[config.mk]
export PLATFORM = sky130hd
export DESIGN_NAME = clock_sequencer_flat
export DESIGN_NICKNAME = d
export VERILOG_FILES = /design/src/rtl/coproc_clk_pkg.sv /design/src/rtl/clock_sequencer_if.sv /design/src/rtl/step_edge_detect.sv /design/src/rtl/clock_sequencer.sv /design/src/flat_wrapper.sv
export SDC_FILE = /design/constraint.sdc
export NUM_CORES = 1
export LEC_CHECK = 0
export BUFFER_PORTS_ARGS = -buffer_cell sky130_fd_sc_hd__buf_2
export CAP_MARGIN = 25
export CORE_UTILIZATION = 60
export CTS_BUF_LIST = sky130_fd_sc_hd__clkbuf_4 sky130_fd_sc_hd__clkbuf_8
export CTS_CLUSTER_DIAMETER = 80
export CTS_CLUSTER_SIZE = 28
export DETAILED_ROUTE_END_ITERATION = 7
export PLACE_DENSITY = 0.85
export SETUP_SLACK_MARGIN = 0.05
export SLEW_MARGIN = 30
export SYNTH_ARGS = -nofsm -noshare
export SYNTH_HDL_FRONTEND = slang
export SYNTH_HIERARCHICAL = 1
export SYNTH_SLANG_ARGS = --single-unit
[constraint.sdc]
create_clock -name clock_in -period 5.2 [get_ports clock_in]
set_input_delay 0.52 -clock clock_in [delete_from_list [all_inputs] [get_ports clock_in]]
set_output_delay 0.52 -clock clock_in [all_outputs]
set_load 0.005 [all_outputs]
[src/rtl/coproc_clk_pkg.sv]
// Shared types and defaults for the coprocessor clock-enable sequencer.
// Contents: mode encoding (identical to cfg_mode), default widths, reset
// divisor and the minimum divisor that cfg_div is clamped to.
package coproc_clk_pkg;

  localparam int unsigned DEF_CNT_W     = 28;
  localparam int unsigned DEF_BURST_W   = 8;
  localparam int unsigned DEF_DIV_RESET = 10;
  localparam int unsigned MIN_DIV       = 2;

  typedef enum logic [1:0] {
    MODE_STOP  = 2'd0,
    MODE_RUN   = 2'd1,
    MODE_BURST = 2'd2,
    MODE_STEP  = 2'd3
  } mode_e;

endpackage

[src/rtl/clock_sequencer_if.sv]
// Configuration / status bundle of the clock sequencer.
// master: configuration source (drives cfg_*, abort, step_in).
// slave : the sequencer (drives cfg_ready, tick_en, clock_out, busy, done, mode_o).
interface clock_sequencer_if #(
  parameter int unsigned CNT_W   = coproc_clk_pkg::DEF_CNT_W,
  parameter int unsigned BURST_W = coproc_clk_pkg::DEF_BURST_W
);

  logic               cfg_valid;
  logic               cfg_ready;
  logic [1:0]         cfg_mode;
  logic [CNT_W-1:0]   cfg_div;
  logic [BURST_W-1:0] cfg_count;
  logic               abort;
  logic               step_in;
  logic               tick_en;
  logic               clock_out;
  logic               busy;
  logic               done;
  logic [1:0]         mode_o;

  modport master (
    output cfg_valid, cfg_mode, cfg_div, cfg_count, abort, step_in,
    input  cfg_ready, tick_en, clock_out, busy, done, mode_o
  );

  modport slave (
    input  cfg_valid, cfg_mode, cfg_div, cfg_count, abort, step_in,
    output cfg_ready, tick_en, clock_out, busy, done, mode_o
  );

endinterface

[src/rtl/step_edge_detect.sv]
// Rising-edge detector for the single-step push-button.
// Ports: clock_in, reset_n (async, active-low), step_in (button),
//        rise_c (combinational one-cycle pulse on a sampled rising edge).
// Macro CLOCK_SEQUENCER_STEP_SYNC_EN: when defined, step_in first passes a
// 2-flop synchronizer (asynchronous board button); otherwise it is taken as
// synchronous to clock_in.
module step_edge_detect (
  input  logic clock_in,
  input  logic reset_n,
  input  logic step_in,
  output logic rise_c
);

  logic sample_c;
  logic prev_q;

`ifdef CLOCK_SEQUENCER_STEP_SYNC_EN
  logic [1:0] sync_q;

  // Two-stage synchronizer for the asynchronous button
  always_ff @(posedge clock_in or negedge reset_n) begin
    if (!reset_n) begin
      sync_q <= 2'b00;
    end else begin
      sync_q <= {sync_q[0], step_in};
    end
  end

  assign sample_c = sync_q[1];
`else
  assign sample_c = step_in;
`endif

  // Previous sample for edge detection
  always_ff @(posedge clock_in or negedge reset_n) begin
    if (!reset_n) begin
      prev_q <= 1'b0;
    end else begin
      prev_q <= sample_c;
    end
  end

  assign rise_c = sample_c & ~prev_q;

endmodule

[src/rtl/clock_sequencer.sv]
// Programmable clock-enable sequencer for the arithmetic coprocessor.
// Modes: STOP, RUN (free-running at div), BURST (cfg_count ticks), STEP
// (one tick per button press). tick_en is the datapath advance strobe;
// clock_out is a 50 %-duty view of the period for LEDs/debug.
// Ports: clock_in, reset_n (async, active-low), seq (clock_sequencer_if.slave).
// Macro CLOCK_SEQUENCER_STEP_SYNC_EN: synchronize step_in (see step_edge_detect).
module clock_sequencer
  import coproc_clk_pkg::*;
#(
  parameter int unsigned CNT_W     = DEF_CNT_W,
  parameter int unsigned BURST_W   = DEF_BURST_W,
  parameter int unsigned DIV_RESET = DEF_DIV_RESET
) (
  input  logic             clock_in,
  input  logic             reset_n,
  clock_sequencer_if.slave seq
);

  mode_e              state_q, state_d;
  logic [CNT_W-1:0]   cnt_q, cnt_d;
  logic [CNT_W-1:0]   div_q, div_d;
  logic [BURST_W-1:0] rem_q, rem_d;
  logic               tick_q, tick_d;
  logic               clk_q, clk_d;
  logic               done_q, done_d;

  logic               step_rise_c;
  logic               accept_c;
  logic               wrap_c;
  logic               half_c;
  logic [CNT_W-1:0]   cnt_next_c;
  logic [CNT_W-1:0]   div_clamped_c;

  step_edge_detect u_step_edge (
    .clock_in (clock_in),
    .reset_n  (reset_n),
    .step_in  (seq.step_in),
    .rise_c   (step_rise_c)
  );

  assign accept_c      = seq.cfg_valid && (state_q != MODE_BURST);
  assign wrap_c        = (cnt_q == (div_q - CNT_W'(1)));
  assign half_c        = (cnt_q < (div_q >> 1));
  assign cnt_next_c    = wrap_c ? '0 : (cnt_q + CNT_W'(1));
  assign div_clamped_c = (seq.cfg_div < CNT_W'(MIN_DIV)) ? CNT_W'(MIN_DIV) : seq.cfg_div;

  // State and datapath registers
  always_ff @(posedge clock_in or negedge reset_n) begin
    if (!reset_n) begin
      state_q <= MODE_STOP;
      cnt_q   <= '0;
      div_q   <= CNT_W'(DIV_RESET);
      rem_q   <= '0;
      tick_q  <= 1'b0;
      clk_q   <= 1'b0;
      done_q  <= 1'b0;
    end else begin
      state_q <= state_d;
      cnt_q   <= cnt_d;
      div_q   <= div_d;
      rem_q   <= rem_d;
      tick_q  <= tick_d;
      clk_q   <= clk_d;
      done_q  <= done_d;
    end
  end

  // Next-state and registered-output logic; abort beats accept beats step
  always_comb begin
    state_d = state_q;
    cnt_d   = cnt_q;
    div_d   = div_q;
    rem_d   = rem_q;
    tick_d  = 1'b0;
    clk_d   = 1'b0;
    done_d  = 1'b0;

    if (seq.abort) begin
      state_d = MODE_STOP;
      cnt_d   = '0;
    end else if (accept_c) begin
      // Accepting restarts the period; a zero-length burst signals done at once
      state_d = mode_e'(seq.cfg_mode);
      div_d   = div_clamped_c;
      rem_d   = seq.cfg_count;
      cnt_d   = '0;
      done_d  = (mode_e'(seq.cfg_mode) == MODE_BURST) && (seq.cfg_count == '0);
    end else begin
      case (state_q)
        MODE_RUN: begin
          cnt_d  = cnt_next_c;
          tick_d = wrap_c;
          clk_d  = half_c;
        end
        MODE_BURST: begin
          if (done_q) begin
            state_d = MODE_STOP;
            cnt_d   = '0;
          end else if (rem_q != '0) begin
            cnt_d = cnt_next_c;
            clk_d = half_c;
            if (wrap_c) begin
              tick_d = 1'b1;
              rem_d  = rem_q - BURST_W'(1);
            end
          end else if (tick_q) begin
            // Final tick is on the outputs now; flag completion next cycle
            done_d = 1'b1;
            cnt_d  = '0;
          end
        end
        MODE_STEP: begin
          cnt_d  = '0;
          tick_d = step_rise_c;
        end
        default: begin
          cnt_d = '0;
        end
      endcase
    end
  end

  assign seq.cfg_ready = (state_q != MODE_BURST);
  assign seq.tick_en   = tick_q;
  assign seq.clock_out = clk_q;
  assign seq.busy      = (state_q == MODE_RUN) || (state_q == MODE_BURST);
  assign seq.done      = done_q;
  assign seq.mode_o    = state_q;

endmodule

[src/flat_wrapper.sv]
// flat-port wrapper written by rule: the top's interface ports become plain ports
module clock_sequencer_flat import coproc_clk_pkg::*;
#(
  parameter int unsigned CNT_W     = DEF_CNT_W,
  parameter int unsigned BURST_W   = DEF_BURST_W,
  parameter int unsigned DIV_RESET = DEF_DIV_RESET
)
  (clock_in, reset_n, seq_cfg_valid, seq_cfg_mode, seq_cfg_div, seq_cfg_count, seq_abort, seq_step_in, seq_cfg_ready, seq_tick_en, seq_clock_out, seq_busy, seq_done, seq_mode_o);
  clock_sequencer_if #(.CNT_W(CNT_W), .BURST_W(BURST_W)) seq_i ();
  input  logic clock_in;
  input  logic reset_n;
  input wire logic [$bits(seq_i.cfg_valid)-1:0] seq_cfg_valid;
  input wire logic [$bits(seq_i.cfg_mode)-1:0] seq_cfg_mode;
  input wire logic [$bits(seq_i.cfg_div)-1:0] seq_cfg_div;
  input wire logic [$bits(seq_i.cfg_count)-1:0] seq_cfg_count;
  input wire logic [$bits(seq_i.abort)-1:0] seq_abort;
  input wire logic [$bits(seq_i.step_in)-1:0] seq_step_in;
  output wire logic [$bits(seq_i.cfg_ready)-1:0] seq_cfg_ready;
  output wire logic [$bits(seq_i.tick_en)-1:0] seq_tick_en;
  output wire logic [$bits(seq_i.clock_out)-1:0] seq_clock_out;
  output wire logic [$bits(seq_i.busy)-1:0] seq_busy;
  output wire logic [$bits(seq_i.done)-1:0] seq_done;
  output wire logic [$bits(seq_i.mode_o)-1:0] seq_mode_o;
  assign seq_i.cfg_valid = seq_cfg_valid;
  assign seq_i.cfg_mode = seq_cfg_mode;
  assign seq_i.cfg_div = seq_cfg_div;
  assign seq_i.cfg_count = seq_cfg_count;
  assign seq_i.abort = seq_abort;
  assign seq_i.step_in = seq_step_in;
  assign seq_cfg_ready = seq_i.cfg_ready;
  assign seq_tick_en = seq_i.tick_en;
  assign seq_clock_out = seq_i.clock_out;
  assign seq_busy = seq_i.busy;
  assign seq_done = seq_i.done;
  assign seq_mode_o = seq_i.mode_o;
  clock_sequencer #(.CNT_W(CNT_W), .BURST_W(BURST_W), .DIV_RESET(DIV_RESET)) u_core (.clock_in(clock_in), .reset_n(reset_n), .seq(seq_i));
endmodule
==> run_results.csv, run 1 <==
group,metric,value,unit
outcome,outcome,"complete, no violations",
synth,synth_top_area_share,0.318,
synth,yosys_most_used_dff,"dfrtp_1",
worst_setup_path,regToRegSetupSlack,800,ps
placement,portBuffers,49,
drt,detail_route.drc_violations,0,
worst_setup_path,crit_arrival,4620,ps
drt,drt_iter0_markers,392,
layout,fin_area,5900,um^2
sta,fmax,227,MHz
sta,setup_violations,0,
worst_setup_path,rr_endpoint,"u_core/cnt_q[20]",
sta,slew_headroom,0.372,
global_routing,grt_util_all_layers,0.342,
worst_setup_path,critical_path_class,"flip-flop to flip-flop",
layout,final_nets,755,
placement,gp_congestion,1.01,
layout,multi_input_area,3270,um^2
power_and_ir_drop,p_clk_frac,0.359,
worst_setup_path,crit_path_max_fanout,26,
sta,period_needed,4400,ps
worst_hold_path,hp-class,"input pin to asynchronous set/reset pin",
worst_setup_path,endpoint,"u_core/cnt_q[20]",
cts,htree_num_levels,3,
placement,dp_cells,775,
drt,drt-total-wl,15.1,mm
synth,yosysWarnings,6,
sta,finalMaxSlewViolations,0,
job,maxCapViolCount,0,
cts,cts_tree,"built",
cts,clkSinkCount,70,
layout,layoutNonFillerInstCount,790,
worst_setup_path,worstRegToRegCells,11,
synth,ys_top_cells_by_count,"nand2_1, dfrtp_1, inv_1, o21ai_0, ha_1",
synth,async_flop_share,1.00,
synth,synth.ff_latch_count,70,
cts,cts_root_buf,"clkbuf_8",
sta,hold_viol,0,
layout,drive_gt1_frac,0.141,
cts,cts_buffer_depth,2,
cts,clk_pin_slew_worst_paths,80,ps
floorplanning,pin_count,50,
power_and_ir_drop,switching_power,0.507,mW
sta,fin_skew,6.76,ps
power_and_ir_drop,vdd_drop_max,0.000143,V
global_routing,grt_max_degree,71,
layout,ff_latch_area,1750,um^2
synth,yosysSeqAreaShare,0.328,
floorplanning,dieWidth,96.4,um
floorplanning,rows,34,
floorplanning,dieArea,9300,um^2
floorplanning,die_h,96.4,um
global_routing,grt_pass1_vias,4952,
synth,synth_area_leaders,"dfrtp_1, ha_1, nand2_1",
drt,routed_via_density,6.73,
placement,place_hpwl,10.8,mm
synth,syn_nets,724,
layout,nFillCells,685,
global_routing,grt_pass1_wl,24.0,mm
power_and_ir_drop,finalPower,1.59,mW
synth,synth_enable_flop_cells,0,
drt,first_pass_iters,5,
drt,vias,5314,
sta,rsz0062_at_grt,"false",
power_and_ir_drop,power.leakage,2.48,nW
sta,tightest_slew,939,ps
synth,synth_cells,647,
floorplanning,core,8680,um^2
worst_setup_path,r2r_start,"u_core/div_q[0]",
synth,avgSynthCellArea,8.27,um^2
global_routing,overflow,0,
worst_setup_path,crit_start,"u_core/div_q[0]",
power_and_ir_drop,power_density,270,nW/um^2
cts,cts_buffers,9,
cts,cts.repair.resized,0,
global_routing,antenna_found_initial,0,
cts,cts_setup_buffers,0,
power_and_ir_drop,p_comb_frac,0.218,
synth,yosys.cell_count.top_type,"nand2_1",
worst_setup_path,critPathCaptureType,"flip-flop",
synth,ys_types,64,
synth,yosys.area.top_type,"dfrtp_1",
placement,dpl_cell_area,5650,um^2
layout,insertedDiodeCount,0,
cts,clk_latency,360,ps
power_and_ir_drop,power.internal,1.09,mW
layout,area_growth,10.4,%
synth,syn_area,5350,um^2
sta,finalCritPeriodShare,0.847,
drt,ant_nets,0,
cts,postCtsHoldBufs,0,
drt,wl_per_cell,19.1,um
sta,fin_setup_tns,0,ps
power_and_ir_drop,switching_share,0.318,
power_and_ir_drop,p_seq_frac,0.423,
worst_setup_path,start_kind,"flip-flop",
worst_setup_path,crit_required,5420,ps
floorplanning,initial_core_util,0.616,
## power groups by stage
stage | registers, mW | logic [mW] | clock network (mW)
finish | 0.675 | 0.347 | 0.572
global placement | 0.675 | 0.324 | 0
CTS | 0.671 | 0.341 | 0.575
detailed placement | 0.680 | 0.337 | 0
global route | 0.680 | 0.387 | 0.600
floorplan | 0.647 | 0.259 | 0
## logic make-up (layout without fill, tap and decap cells)
| kind of cell | after synthesis | count (layout) | synth area share |
|---|---|---|---|
| mux | 2 | 2 | 0.00374 |
| buf+inv | 88 | 123 | 0.0645 |
| xor+xnor | 33 | 33 | 0.0540 |
| compound gates | 150 | 150 | 0.186 |
| fa+ha+maj | 34 | 34 | 0.0795 |
| flops | 70 | 70 | 0.328 |
| simple gates | 270 | 270 | 0.284 |
## area by class of cell
| class | instances | area share |
|---|---|---|
| clock inverter | 3 | 0.0153 |
| timing repair buffer | 55 | 0.0498 |
| sequential | 70 | 0.297 |
| inverter | 53 | 0.0337 |
| clock buffer | 12 | 0.0280 |
| multi-input combinational | 489 | 0.553 |
| tap | 108 | 0.0229 |
## worst max-delay path, stage by stage, from the launching register on
cell and delay [ps]:
dfrtp_1 450, inv_1 110, ha_1 270, nor3b_2 600
nand3_1 350, o31a_1 330, o2111ai_1 300, nor4_4 110
nand4_4 100, buf_4 300, nand3b_1 690, o311ai_1 630
## sequential cells by signal, indices dropped and copies added, names as in the netlist
register and flops:
u_core/rem_q 8, u_core/seq.done 1, u_core/seq.mode_o 2, u_core/u_step_edge/prev_q 1
u_core/seq.tick_en 1, u_core/cnt_q 28, u_core/seq.clock_out 1, u_core/div_q 28
## layout by cell type (no fill, tap or decap), types with 5 or more instances in the layout
| master | Yosys | layout |
|---|---|---|
| o22ai_1 | 13 | 13 |
| o211ai_1 | 5 | 5 |
| and3_1 | 8 | 8 |
| inv_1 | 53 | 53 |
| nand2_1 | 80 | 80 |
| buf_2 | 6 | 49 |
| clkbuf_8 | 0 | 12 |
| a31oi_1 | 14 | 14 |
| or3_1 | 9 | 9 |
| or2_2 | 6 | 6 |
| o21ai_0 | 47 | 47 |
| a22oi_1 | 5 | 5 |
| nand3_1 | 30 | 30 |
| nor4_1 | 19 | 19 |
| nor3b_1 | 5 | 5 |
| ha_1 | 34 | 34 |
| buf_4 | 0 | 5 |
| o311ai_1 | 8 | 8 |
| nor3_1 | 24 | 24 |
| nand3b_1 | 5 | 5 |
| a21oi_1 | 18 | 18 |
| a21o_1 | 13 | 13 |
| nand4_1 | 30 | 30 |
| dfrtp_1 | 68 | 68 |
| xnor2_1 | 25 | 25 |
| or4_1 | 5 | 5 |
| xor2_1 | 8 | 8 |
| nor2_1 | 20 | 19 |
## through the flow
step            util  setup slack [ps]  hold slack (ps)
2_1_floorplan      -              2100              224
3_3_place_gp   0.651              1270              535
3_5_place_dp   0.651              1100              553
4_1_cts        0.680               948              281
5_1_grt        0.680               576              283
6_report       0.680               798              240
## how the worst min path moves through the flow
stage | endpoint | slack, ps | start
floorplan | u_core/cnt_q[0] | 220 | reset_n
global placement | u_core/rem_q[7] | 540 | u_core/rem_q[7]
detailed placement | u_core/rem_q[6] | 550 | u_core/rem_q[6]
CTS | u_core/u_step_edge/prev_q | 280 | seq_step_in
global route | u_core/u_step_edge/prev_q | 280 | seq_step_in
finish | u_core/div_q[7] | 240 | reset_n
## routing by layer
metal | vias up | share of wire | track usage
li1 | 2446 | - | -
met1 | 2541 | 0.42 | 0.449
met2 | 271 | 0.47 | 0.550
met3 | 56 | 0.082 | 0.0704
met4 | 0 | 0.033 | 0.142
met5 | - | 0 | 0
Power figures use the tool's default switching activity.
==> inputs of run 2 (changes only) <==
--- a/config.mk
+++ b/config.mk
@@ -5,14 +5,15 @@
 export SDC_FILE = /design/constraint.sdc
 export NUM_CORES = 1
 export LEC_CHECK = 0
+export ABC_AREA = 1
 export BUFFER_PORTS_ARGS = -buffer_cell sky130_fd_sc_hd__buf_2
 export CAP_MARGIN = 25
-export CORE_UTILIZATION = 60
+export CORE_UTILIZATION = 56
 export CTS_BUF_LIST = sky130_fd_sc_hd__clkbuf_4 sky130_fd_sc_hd__clkbuf_8
 export CTS_CLUSTER_DIAMETER = 80
 export CTS_CLUSTER_SIZE = 28
 export DETAILED_ROUTE_END_ITERATION = 7
-export PLACE_DENSITY = 0.85
+export PLACE_DENSITY = 0.84
 export SETUP_SLACK_MARGIN = 0.05
 export SLEW_MARGIN = 30
 export SYNTH_ARGS = -nofsm -noshare
==> constraint.sdc (replaced) <==
create_clock -name clock_in -period 3.9 [get_ports clock_in]
set_input_delay 0.39 -clock clock_in [delete_from_list [all_inputs] [get_ports clock_in]]
set_output_delay 0.39 -clock clock_in [all_outputs]
set_load 0.005 [all_outputs]
==> run_results.csv, run 2 <==
group,metric,value,unit
layout,ff_latch_area,1750,um^2
worst_setup_path,critPathCaptureType,"flip-flop",
drt,ant_nets,0,
floorplanning,die_h,102,um
floorplanning,rows,36,
power_and_ir_drop,power_density,349,nW/um^2
cts,clk_pin_slew_worst_paths,80,ps
sta,rsz0062_at_grt,"false",
power_and_ir_drop,power.leakage,2.86,nW
synth,synth_top_area_share,0.303,
layout,area_growth,10.5,%
drt,drt-total-wl,13.7,mm
power_and_ir_drop,p_seq_frac,0.414,
power_and_ir_drop,switching_power,0.782,mW
outcome,outcome,"complete, no violations",
synth,ys_top_cells_by_count,"nand2_1, inv_1, dfrtp_1, nor2_1, o21ai_0",
floorplanning,core,9770,um^2
drt,routed_via_density,5.44,
layout,insertedDiodeCount,0,
cts,cts_tree,"built",
worst_setup_path,crit_arrival,2680,ps
sta,period_needed,2450,ps
drt,first_pass_iters,8,
worst_setup_path,regToRegSetupSlack,1450,ps
drt,drt_iter0_markers,297,
placement,portBuffers,49,
synth,syn_nets,840,
synth,yosys_most_used_dff,"dfrtp_1",
synth,yosys.area.top_type,"dfrtp_1",
synth,yosys.cell_count.top_type,"nand2_1",
cts,clkSinkCount,70,
global_routing,grt_pass1_wl,22.4,mm
layout,multi_input_area,3460,um^2
synth,synth.ff_latch_count,70,
sta,fin_skew,10.6,ps
layout,utilization,0.636,
layout,final_nets,889,
worst_setup_path,start_kind,"flip-flop",
synth,synth_area_leaders,"dfrtp_1, nand2_1, ha_1",
cts,clk_latency,360,ps
job,maxCapViolCount,0,
synth,async_flop_share,1.00,
drt,wl_per_cell,14.4,um
global_routing,grt_max_degree,34,
sta,fmax,408,MHz
layout,drive_gt1_frac,0.175,
sta,setup_violations,0,
global_routing,antenna_found_initial,0,
cts,cts_buffers,9,
placement,place_hpwl,10.6,mm
placement,gp_congestion,0.902,
floorplanning,initial_core_util,0.575,
synth,yosysWarnings,6,
global_routing,grt_pass1_vias,4831,
sta,tightest_slew,664,ps
cts,cts_buffer_depth,2,
worst_hold_path,hp-class,"input pin to flip-flop",
synth,yosysSeqAreaShare,0.312,
power_and_ir_drop,vdd_drop_max,0.000234,V
synth,syn_area,5620,um^2
power_and_ir_drop,p_clk_frac,0.316,
floorplanning,dieArea,10400,um^2
cts,htree_num_levels,3,
sta,finalCritPeriodShare,0.628,
placement,dpl_cell_area,5980,um^2
layout,reg_top3,"u_core/cnt_q x28, u_core/div_q x28, u_core/rem_q x8",
power_and_ir_drop,power.internal,1.39,mW
layout,layout_commonest_cell,"nand2_1",
floorplanning,pin_count,50,
floorplanning,dieWidth,102,um
sta,finalMaxSlewViolations,0,
sta,hold_viol,0,
worst_setup_path,critical_path_class,"flip-flop to flip-flop",
cts,cts_root_buf,"clkbuf_8",
synth,synth_enable_flop_cells,0,
drt,detail_route.drc_violations,0,
worst_setup_path,crit_path_max_fanout,27,
layout,layout_common_cells,"nand2_1, inv_1, dfrtp_1",
synth,synth_cells,763,
sta,fin_setup_tns,0,ps
sta,slew_headroom,0.556,
layout,nFillCells,858,
drt,vias,5172,
power_and_ir_drop,p_comb_frac,0.270,
global_routing,grt_util_all_layers,0.281,
synth,ys_types,46,
global_routing,overflow,0,
synth,avgSynthCellArea,7.37,um^2
power_and_ir_drop,switching_share,0.360,
worst_setup_path,crit_required,4130,ps
layout,fin_area,6210,um^2
-- run 2: cell types whose count changed in the layout (fill, tap and decap cells not counted), sizes merged, moves of 11 or more --
cell	delta
nand2	+139
nor2	+66
inv	+32
xor2	+32
o21ai	+28
nand4	-15
a21o	-13
a31oi	-13
nor4	-11
o311ai	-11
-- run 2: through the flow --
| step | hold WS (ps) | power [mW] | cells | setup WS [ps] |
|---|---|---|---|---|
| after floorplan | 94.4 | 1.33 | 763 | 1740 |
| after global routing | 136 | 2.30 | 950 | 1250 |
| after global placement | 369 | 1.48 | 933 | 1570 |
| final | 149 | 2.17 | 950 | 1450 |
| after detailed placement | 374 | 1.49 | 933 | 1480 |
| after CTS | 141 | 2.18 | 950 | 1450 |
-- run 2: cells by family (layout without fill, tap and decap cells) --
logic type / count (synthesis) / after routing / synth area share
buf+inv: 101 / 155 / 0.0745
compound gates: 104 / 104 / 0.112
xor+xnor: 57 / 57 / 0.0888
simple gates: 397 / 397 / 0.337
flops: 70 / 70 / 0.312
fa+ha+maj: 34 / 34 / 0.0756
-- run 2: final cells by class --
class / count / area share
Clock inverter: 7 / 0.0165
Inverter: 85 / 0.0513
Tap cell: 133 / 0.0268
Clock buffer: 9 / 0.0199
Multi-Input combinational cell: 592 / 0.557
Timing Repair Buffer: 54 / 0.0459
Sequential cell: 70 / 0.282
-- run 2: routing by layer --
| layer | GRT usage | up-vias | routed length [um] |
|---|---|---|---|
| met5 | 0 | - | 0 |
| met4 | 0.115 | 0 | 393 |
| met3 | 0.0513 | 28 | 828 |
| met2 | 0.458 | 161 | 6500 |
| met1 | 0.368 | 2397 | 5930 |
| li1 | - | 2586 | - |
-- run 2: power by group through the flow --
stage                     sequential [mW]  clock [mW]  combinational, mW
after floorplan                     0.885           0              0.443
after global placement              0.910           0              0.567
after detailed placement            0.911           0              0.579
after CTS                           0.898       0.700              0.585
after global routing                0.910       0.728              0.666
final                               0.899       0.687              0.586
-- run 2: worst paths after layout --
check | start | endpoint | depth (start not counted)
worst max-delay path | u_core/div_q[0] | u_core/cnt_q[22] | 13
worst min-delay path | seq_step_in | u_core/u_step_edge/prev_q | 1
worst max register to register | u_core/div_q[0] | u_core/cnt_q[22] | 13
worst min register to register | u_core/u_step_edge/prev_q | u_core/seq.tick_en | 3
max in group asynchronous | reset_n | u_core/div_q[1] | 3
min in group asynchronous | reset_n | u_core/div_q[21] | 2
-- run 2: worst max-delay path, cell delays in order (launching register included) --
cell     delay, ps
dfrtp_1        390
inv_1          160
ha_1           240
nand3_2        130
nor2_4         200
nand3_2        110
nor2_1         130
nand2_1         80
xor2_1         170
nand2_2         80
nor2_4         190
nand2_4         90
nand2_8        210
o21ai_0        130
-- run 2: repair_timing --
action                     in CTS  in global routing
hold buffers                    1                  0
buffers inserted                0                  0
setup endpoints to repair       0                  0
resized for setup               0                  0
hold endpoints to repair       19                  0
==> inputs of run 3 (changes only) <==
--- a/config.mk
+++ b/config.mk
@@ -5,7 +5,7 @@
 export SDC_FILE = /design/constraint.sdc
 export NUM_CORES = 1
 export LEC_CHECK = 0
-export ABC_AREA = 1
+export ABC_AREA = 0
 export BUFFER_PORTS_ARGS = -buffer_cell sky130_fd_sc_hd__buf_2
 export CAP_MARGIN = 25
 export CORE_UTILIZATION = 56
==> constraint.sdc (replaced) <==
create_clock -name clock_in -period 2.1 [get_ports clock_in]
set_input_delay 0.21 -clock clock_in [delete_from_list [all_inputs] [get_ports clock_in]]
set_output_delay 0.21 -clock clock_in [all_outputs]
set_load 0.005 [all_outputs]
==> run_results.csv, run 3 (synthesis gave the netlist of run 1 again) <==
group,metric,value,unit
drt,drt-met1-wl,7.40,mm
placement,place_hpwl,13.2,mm
floorplanning,pin_count,50,
drt,vias,6357,
cts,clk_pin_slew_worst_paths,80,ps
placement,portBuffers,49,
floorplanning,core,9240,um^2
floorplanning,initial_core_util,0.579,
worst_setup_path,r2r_start,"u_core/div_q[11]",
power_and_ir_drop,finalPower,4.55,mW
layout,utilization,0.807,
sta,setup_violations,38,
worst_hold_path,whs_path_depth,3,
power_and_ir_drop,vdd_drop_max,0.000370,V
cts,htree_num_levels,3,
sta,fin_skew,12.2,ps
worst_setup_path,crit_path_max_fanout,9,
worst_setup_path,critical_path_class,"flip-flop to flip-flop",
sta,tightest_slew,523,ps
sta,fin_setup_tns,-30350,ps
worst_hold_path,min_to,"u_core/div_q[23]",
cts,clkSinkCount,70,
sta,rsz0062_at_grt,"true",
worst_hold_path,min-delay-start,"seq_cfg_div[23]",
sta,slew_headroom,0.648,
drt,ant_nets,0,
sta,holdWs,83.3,ps
global_routing,grt_max_degree,71,
floorplanning,die_h,99.7,um
drt,first_pass_iters,7,
global_routing,grt_pass1_vias,6124,
drt,wl_per_cell,20.8,um
drt,met3WireLength,1.96,mm
placement,dp_cells,930,
sta,finalMaxSlewViolations,0,
sta,period_needed,3030,ps
floorplanning,dieArea,9950,um^2
cts,cts_buffers,9,
power_and_ir_drop,power.leakage,3.33,nW
worst_setup_path,rr_endpoint,"u_core/cnt_q[20]",
global_routing,antenna_found_initial,0,
cts,cts_root_buf,"clkbuf_8",
drt,route.met2.wl,9.28,mm
sta,hold_viol,0,
drt,routed_via_density,6.59,
drt,drt_iter0_markers,741,
drt,detail_route.drc_violations,0,
outcome,outcome,"finished, violations left",
worst_setup_path,crit_arrival,3290,ps
layout,layoutNonFillerInstCount,964,
worst_setup_path,critPathMaxStageDelay,450,ps
layout,final_nets,907,
worst_setup_path,cpMostUsedCell,"buf_4",
sta,final.setup.worst_slack,-934,ps
worst_setup_path,regToRegSetupSlack,-930,ps
layout,nFillCells,484,
power_and_ir_drop,power_density,610,nW/um^2
worst_hold_path,hp-class,"input pin to flip-flop",
sta,finalCritPeriodShare,1.44,
placement,gp_congestion,0.985,
global_routing,grt_util_all_layers,0.402,
floorplanning,dieWidth,99.7,um
cts,clk_latency,360,ps
worst_setup_path,worstPathCellList,"buf_4, nor3_1, buf_4, nand4_1, buf_4, xnor2_1, o211ai_1, nand2_1, nand4_4, nand3b_1, buf_6, o311ai_2",
layout,drive_gt1_frac,0.351,
layout,area_growth,39.4,%
layout,layout_commonest_cell,"buf_4",
cts,cts_buffer_depth,2,
layout,insertedDiodeCount,0,
worst_setup_path,start_kind,"flip-flop",
worst_setup_path,worstRegToRegCells,12,
layout,layout_common_cells,"buf_4, nand2_1, dfrtp_1",
worst_setup_path,critPathCaptureType,"flip-flop",
cts,cts_tree,"built",
layout,reg_top3,"u_core/cnt_q x28, u_core/div_q x28, u_core/rem_q x8",
global_routing,grt_pass1_wl,30.7,mm
sta,fmax,330,MHz
worst_setup_path,slowest_stage,"o211ai_1",
outcome,violations,"setup timing",
job,maxCapViolCount,0,
drt,drt-total-wl,20.1,mm
drt,highest_layer,"met4",
global_routing,overflow,0,
floorplanning,rows,35,
worst_setup_path,crit_required,2350,ps
-- run 3: changes by cell type in the layout (fill, tap and decap cells not counted), sizes merged, moves of 9 or more --
cell	previous run	this run
o21ai	75	47
xor2	40	8
buf	53	205
nand4	17	32
o22ai	3	13
nor2	86	20
a21o	0	13
a31oi	1	14
o311ai	0	11
inv	85	53
or3	0	9
nor4	14	25
nand2	219	80
-- run 3: worst max path at each step --
stage                  endpoint  cells past startpoint        startpoint  slack (ps)
6_report       u_core/cnt_q[20]                     12  u_core/div_q[11]        -930
3_3_place_gp    u_core/rem_q[0]                      8   u_core/div_q[2]        -740
2_1_floorplan   u_core/rem_q[0]                     10   u_core/div_q[0]        -630
3_5_place_dp    u_core/rem_q[0]                     10   u_core/div_q[1]        -840
5_1_grt        u_core/cnt_q[20]                     12  u_core/div_q[11]       -1020
4_1_cts         u_core/cnt_q[3]                     11   u_core/div_q[5]        -740
-- run 3: cell type report --
type / count / area, um^2 / area share
Clock buffer: 11 / 145 / 0.0195
Multi-Input combinational cell: 489 / 3560 / 0.477
Inverter: 53 / 204 / 0.0273
Clock inverter: 5 / 106 / 0.0143
Timing Repair Buffer: 207 / 1530 / 0.205
Tap cell: 129 / 161 / 0.0216
Sequential cell: 70 / 1760 / 0.235
-- run 3: critical path, delay by kind of cell, from the launching register on --
| kind | cells | cell delay [ps] |
|---|---|---|
| AOI/OAI and AO/OA | 2 | 730 |
| xor gates and xnor gates | 1 | 130 |
| buffers and inverters | 4 | 720 |
| DFF | 1 | 410 |
| and+or+nand+nor | 5 | 940 |
-- run 3: per-stage QoR --
step / area (um^2) / worst slack, ps
after floorplan: 5490 / -631
final: 7460 / -934
after detailed placement: 6820 / -842
after global routing: 7460 / -1020
after CTS: 7320 / -745
after global placement: 6820 / -738
-- run 3: per-layer routing --
layer  track usage  vias up
met5             0        -
met4         0.230        0
met3        0.0745      145
met2         0.658      479
met1         0.496     2990
li1              -     2743
-- run 3: what timing repair did --
| item | CTS | global route |
|---|---|---|
| setup endpoints to repair | 38 | 39 |
| hold buffers | 2 | 0 |
| pin swaps | 13 | 7 |
| hold endpoints to repair | 69 | 0 |
| gates resized for setup | 36 | 18 |
| setup buffers | 10 | 6 |
-- run 3: power breakdown --
part | total, mW | internal [mW] | switching, mW
sequential | 1.59 | 1.47 | 0.120
clock | 1.41 | 0.838 | 0.571
combinational | 1.55 | 0.721 | 0.828
